$ cat config.mk
export PLATFORM = sky130hd
export DESIGN_NAME = pipelined_carry_adder
export DESIGN_NICKNAME = d
export VERILOG_FILES = /design/src/rtl/pipelined_carry_adder.sv
export SDC_FILE = /design/constraint.sdc
export NUM_CORES = 1
export LEC_CHECK = 0
export BUFFER_PORTS_ARGS = -buffer_cell sky130_fd_sc_hd__buf_2
export CORE_AREA = 2 2 101 103
export DETAILED_ROUTE_END_ITERATION = 10
export DIE_AREA = 0 0 103 105
export PLACE_DENSITY_LB_ADDON = 0.15
export SLEW_MARGIN = 15
export SYNTH_ARGS = -nofsm -noshare
export SYNTH_HDL_FRONTEND = slang
export SYNTH_SLANG_ARGS = --single-unit
$ cat constraint.sdc
create_clock -name clk -period 4.3 [get_ports clk]
set_input_delay 0.43 -clock clk [delete_from_list [all_inputs] [get_ports clk]]
set_output_delay 0.43 -clock clk [all_outputs]
set_load 0.02 [all_outputs]
$ cat src/rtl/pipelined_carry_adder.sv
// pipelined_carry_adder: WIDTH-bit add/sub, SEG bits per stage, valid/ready with global stall, registered cout/ovf/zero
module pipelined_carry_adder #(
  parameter int WIDTH = 16,
  parameter int SEG = 4
) (
  input  logic             clk,
  input  logic             rst,
  input  logic             in_valid,
  output logic             in_ready,
  input  logic [WIDTH-1:0] a,
  input  logic [WIDTH-1:0] b,
  input  logic             cin,
  input  logic             sub,
  output logic             out_valid,
  input  logic             out_ready,
  output logic [WIDTH-1:0] sum,
  output logic             cout,
  output logic             ovf,
  output logic             zero
);
  localparam int STAGES = WIDTH / SEG;
  localparam int L = STAGES - 1;
  logic [WIDTH-1:0] ra [STAGES];
  logic [WIDTH-1:0] rb [STAGES];
  logic [WIDTH-1:0] rs [STAGES];
  logic [WIDTH-1:0] ia [STAGES];
  logic [WIDTH-1:0] ib [STAGES];
  logic [WIDTH-1:0] is [STAGES];
  logic [WIDTH-1:0] ns [STAGES];
  logic [SEG:0] ps [STAGES];
  logic rv [STAGES];
  logic rc [STAGES];
  logic iv [STAGES];
  logic ic [STAGES];
  logic nc [STAGES];
  logic stall;
  assign stall = out_valid && !out_ready;
  assign in_ready = !stall;
  assign out_valid = rv[L];
  assign sum = rs[L];
  assign cout = rc[L];
  always_comb begin
    ia[0] = a;
    ib[0] = sub ? ~b : b;
    is[0] = '0;
    ic[0] = sub ? ~cin : cin;
    iv[0] = in_valid;
    for (int k = 1; k < STAGES; k++) begin
      ia[k] = ra[k-1];
      ib[k] = rb[k-1];
      is[k] = rs[k-1];
      ic[k] = rc[k-1];
      iv[k] = rv[k-1];
    end
    for (int k = 0; k < STAGES; k++) begin
      ps[k] = {1'b0, ia[k][k*SEG +: SEG]} + {1'b0, ib[k][k*SEG +: SEG]} + (SEG+1)'(ic[k]);
      ns[k] = is[k];
      ns[k][k*SEG +: SEG] = ps[k][SEG-1:0];
      nc[k] = ps[k][SEG];
    end
  end
  always_ff @(posedge clk) begin
    if (rst) begin
      for (int k = 0; k < STAGES; k++) begin
        rv[k] <= 1'b0;
        rc[k] <= 1'b0;
        ra[k] <= '0;
        rb[k] <= '0;
        rs[k] <= '0;
      end
      ovf <= 1'b0;
      zero <= 1'b0;
    end else if (!stall) begin
      for (int k = 0; k < STAGES; k++) begin
        rv[k] <= iv[k];
        rc[k] <= nc[k];
        ra[k] <= ia[k];
        rb[k] <= ib[k];
        rs[k] <= ns[k];
      end
      ovf <= (ia[L][WIDTH-1] == ib[L][WIDTH-1]) && (ns[L][WIDTH-1] != ia[L][WIDTH-1]);
      zero <= ns[L] == '0;
    end
  end
endmodule
# Yosys cells after proc, flatten, opt, wreduce, memory -nomap -nowiden
# Memory sizes are Yosys's and may differ from the RTL's.
# Index checks and enable logic that the tools add are counted.
dict set report word_totals {
  ff_bits 2
  latchBits 0
  ram_bits 200
  romBits 0
  inputBits 38
  output_inout_bits 21
  mem_count 5
}
dict set report classes {
  n_addsub 8
  n_mul 0
  div_mod_pow 0
  n_lt_le_gt_ge 0
  n_eq_ne 2
  n_shift 0
  n_mux 27
  bitwise 22
  n_reduce_logical 5
}
# memory depth word_bits rd rd_ports_with_merged_regs write_ports line
set mem_list {}
lappend mem_list {ra 4 16 3 0 4 23} ;# logic [WIDTH-1:0] ra [STAGES];
lappend mem_list {rb 4 16 3 0 4 24} ;# logic [WIDTH-1:0] rb [STAGES];
lappend mem_list {rs 4 16 4 0 4 25} ;# logic [WIDTH-1:0] rs [STAGES];
lappend mem_list {rc 4 1 4 0 4 32} ;# logic rc [STAGES];
lappend mem_list {rv 4 1 4 0 4 31} ;# logic rv [STAGES];
# op count
set ops {}
lappend ops {{$mux W16} 13}
lappend ops {{$add A4 B4 Y5} 4}
lappend ops {{$add A5 B1 Y5} 4}
lappend ops {{$or A1 B1 Y1} 20}
lappend ops {{$logic_not A16 Y1} 1}
lappend ops {{$not A16 Y16} 1}
lappend ops {{$mux W1} 14}
lappend ops {{$logic_and A1 B1 Y1} 2}
lappend ops {{$logic_not A1 Y1} 2}
lappend ops {{$eq A1 B1 Y1} 1}
lappend ops {{$ne A1 B1 Y1} 1}
lappend ops {{$not A1 Y1} 1}

# Depth between registers and ports, before layout
dict set report logic_depth {
  ltp_word 6
  ltp_mapped 8
}

# Least setup slack after synthesis
# No wires, ideal clock.
dict set report synth_path {
  path_kind {flip-flop to flip-flop}
  start {mem rv[3][0], in the netlist rv[0][3]}
  end {mem ra[0][10], enable pin}
  arrival_ns 2.861
  setup_slack_ns 0.968
  path_stages_with_launch 3
  path_buffers 0
  period_less_slack_ns 3.332
  cell_sequence {edfxtp_1 > nor2b_4 > nand2b_1}
}
# element line
set synth_lines {}
lappend synth_lines {{start: declaration} 31}
lappend synth_lines {{end: declaration} 23}

==> reports/results.txt <==
Status -> finished clean
Slew Limit Fails -> 0
Pwr Density -> 393 nW/um^2
Worst Setup SP -> sub
Slew headroom -> 0.380
Number of max-capacitance violations reported -> 0
Setup violations, final -> 0
First-pass GRT wire length -> 9680 um
Hpwl dp -> 3580 um
IO Port Bufs -> 58
Worst R2R Path Depth -> 5
Syn_area_per_cell -> 14.8 sq um
CTS tree -> yes
Slew @ Worst Pin -> 0.931 ns
Gpl congestion -> 0.715
Pin count of the biggest net entering global routing -> 97
Via count -> 2192
Die Wd -> 103 um
Area Growth Syn to Fin -> 14.4%
IO Count -> 59
EDFF count, synth -> 96
Via density -> 4.49
H-tree Lvls -> 3
Hold Path End -> ovf$_SDFFE_PP0N_
Top FF cell, synth -> edfxtp_1
CTS Buffer Depth -> 2
Setup CP Type -> input port to flip-flop
Fin crit share -> 0.504
1st-iter DRT viols -> 80
DRT Pass-1 Iters -> 4
Root Buffer -> clkbuf_8
Die area -> 10800 sq um
Post-Route WL -> 5870 um
Die Ht -> 105 um
Reg-to-reg endpoint -> zero$_SDFFE_PP0N_
Clk slew on worst S/H paths -> 0.10 ns
Seq cells post-synth -> 98
Post-Syn Area -> 4310 sq um
CP cell instances -> buf_2 > xor2_1 > fa_1 > fa_1 > a21o_1 > a21oi_1 > nor2_1
Total GRT Usage -> 0.116
Yosys top cell area share -> 0.669
Setup Slack @ Placement -> 1.72 ns
# diodes -> 0
# hold bufs at CTS -> 0
Max VDD drop -> 0.143 mV
Uppermost layer routed -> met4
Crit. End Element -> flip-flop
RR Startpoint -> ra[0][44]$_SDFFCE_PN0P_
CTS Buf Count -> 9
Post-Synthesis Cells -> 291
Post-CTS Resized -> 0
R2r setup slk -> 2.22 ns
Synth Net Count -> 349
Clock Sinks -> 98
Hold Crit Depth -> 2
Startpoint types -> input port
Crit path DAT -> 2.25 ns
FMAX -> 461 MHz
Hold_sp -> rst
Worst hold slack -> 0.344 ns
Filler Cell Count -> 881
Synth unique cells -> 29
RSZ-0062 raised after global routing -> false
Vias in the first global route -> 2109
Top cell by count, worst path -> fa_1
Final hold violations -> 0
Crit-path max cell delay -> 0.45 ns
Layout Nets -> 408
Setup TNS -> 0 ns
ANT nets after route -> 0
Synth area leaders -> edfxtp_1 67%, and2_1 10%, fa_1 3.7%, ha_1 3.5%, xnor2_1 3.0%
Met1 wire length -> 2780 um
YS warnings -> 0
Post-CTS setup buffers -> 0
Final WS setup -> 2.13 ns
Final Skew -> 0.0111 ns
Type of the worst min-delay path -> input port to flip-flop
Period minus WS final -> 2.17 ns
DRC viols -> 0
Crit-path max FO -> 17
Global route overflow -> 0
Row count -> 36
Wire length per cell -> 12.0 um
Area of the core -> 9640 sq um
Met3 wire length -> 236 um
Slowest CP cell -> fa_1
Layout cell share with drive strength beyond 1 -> 0.228
Clock Latency Late Sink -> 0.36 ns
Async set or reset register ratio after synthesis -> 0
Req. time, crit path -> 4.39 ns
Sequential share of the synthesized area -> 0.678
Initial Util -> 0.447
Antenna violations before repair -> 0
Yosys top cell by area -> edfxtp_1
Met2 wire length -> 2740 um
Pleak -> 2.13 nW
worst max path at each step:
| stage | endpoint | slack [ns] | cells after the start |
|---|---|---|---|
| after CTS | rc[0][0]$_SDFFCE_PN0P_ | 2.11 | 7 |
| after global routing | zero$_SDFFE_PP0N_ | 2.04 | 5 |
| after detailed placement | rc[0][0]$_SDFFCE_PN0P_ | 1.72 | 7 |
| after global placement | rc[0][0]$_SDFFCE_PN0P_ | 1.79 | 7 |
| after floorplan | ra[0][10]$_SDFFCE_PN0P_ | 0.97 | 2 |
| final | rc[0][0]$_SDFFCE_PN0P_ | 2.13 | 7 |
routing by layer:
layer,global-route usage,up-vias
met5,0,-
li1,-,1118
met2,0.178,49
met4,0.0592,0
met3,0.0221,10
met1,0.156,1015
worst max-delay path, delay by kind of cell:
kind                       cells  cell delay [ns]
adders and majority gates      2             0.88
xor gates and xnor gates       1             0.16
and+or+nand+nor                1             0.05
buffers and inverters          1             0.40
AOI/OAI and AO/OA              2             0.32
cell usage in the layout (no fill, tap or decap), types with 2 or more instances in the layout:
master,Yosys,layout
inv_6,0,3
clkinvlp_4,0,2
nor4_1,3,3
edfxtp_1,96,96
ha_1,12,12
nor2_1,22,22
xnor2_1,15,15
and2_1,71,71
o21ai_0,2,2
dfxtp_1,2,2
fa_1,8,8
buf_2,7,58
nand3b_1,2,2
clkbuf_8,0,9
nor3_1,2,2
xor2_1,9,9
a21oi_1,7,7
a21o_1,6,6
inv_1,9,9
nor2b_1,4,4
area by class of cell:
class	count	area, sq um	area share
flip-flops and latches	98	2920	0.593
multi-input cells	172	1290	0.262
repair buffers	60	309	0.0627
well taps	133	166	0.0338
clock buffers	9	124	0.0251
clock inverters	7	82.6	0.0168
inverters	9	33.8	0.00685
kinds of logic after synthesis:
family / after synthesis / synth area share
AO/OA/AOI/OAI: 18 / 0.0279
XOR/XNOR: 24 / 0.0488
flip-flops: 98 / 0.678
AND/OR/NAND/NOR: 110 / 0.148
adder cells (fa/ha/maj): 20 / 0.0720
buffers and inverters: 21 / 0.0247
sequential cells by signal, indices dropped and copies added, names as in the netlist:
| name | cells |
|---|---|
| rs | 40 |
| ra | 24 |
| rb | 24 |
| rc | 4 |
| rv | 4 |
| ovf | 1 |
| zero | 1 |
cell usage after synthesis (all sizes together) (2+ instances only):
library cell,count
edfxtp,96
and2,71
nor2,23
xnor2,15
ha,12
buf,10
inv,9
xor2,9
a21oi,8
fa,8
a21o,6
nor2b,5
nor4,3
clkbuf,2
dfxtp,2
nand3b,2
nor3,2
o21ai,2
report_power, final:
part           switching, mW  total, mW  internal (mW)
sequential            0.0211       1.14           1.12
combinational         0.0953      0.180         0.0845
clock                  0.333      0.612          0.279
metrics by stage:
step                 util  power, mW  area (sq um)  std cells
finish              0.511       1.94          4930        488
CTS                 0.511       1.96          4930        488
floorplan               -       1.29          4310        291
global route        0.511       2.02          4930        488
global placement    0.490       1.34          4720        472
detailed placement  0.490       1.35          4720        472
Note: power is estimated with default switching activity, not from simulation.
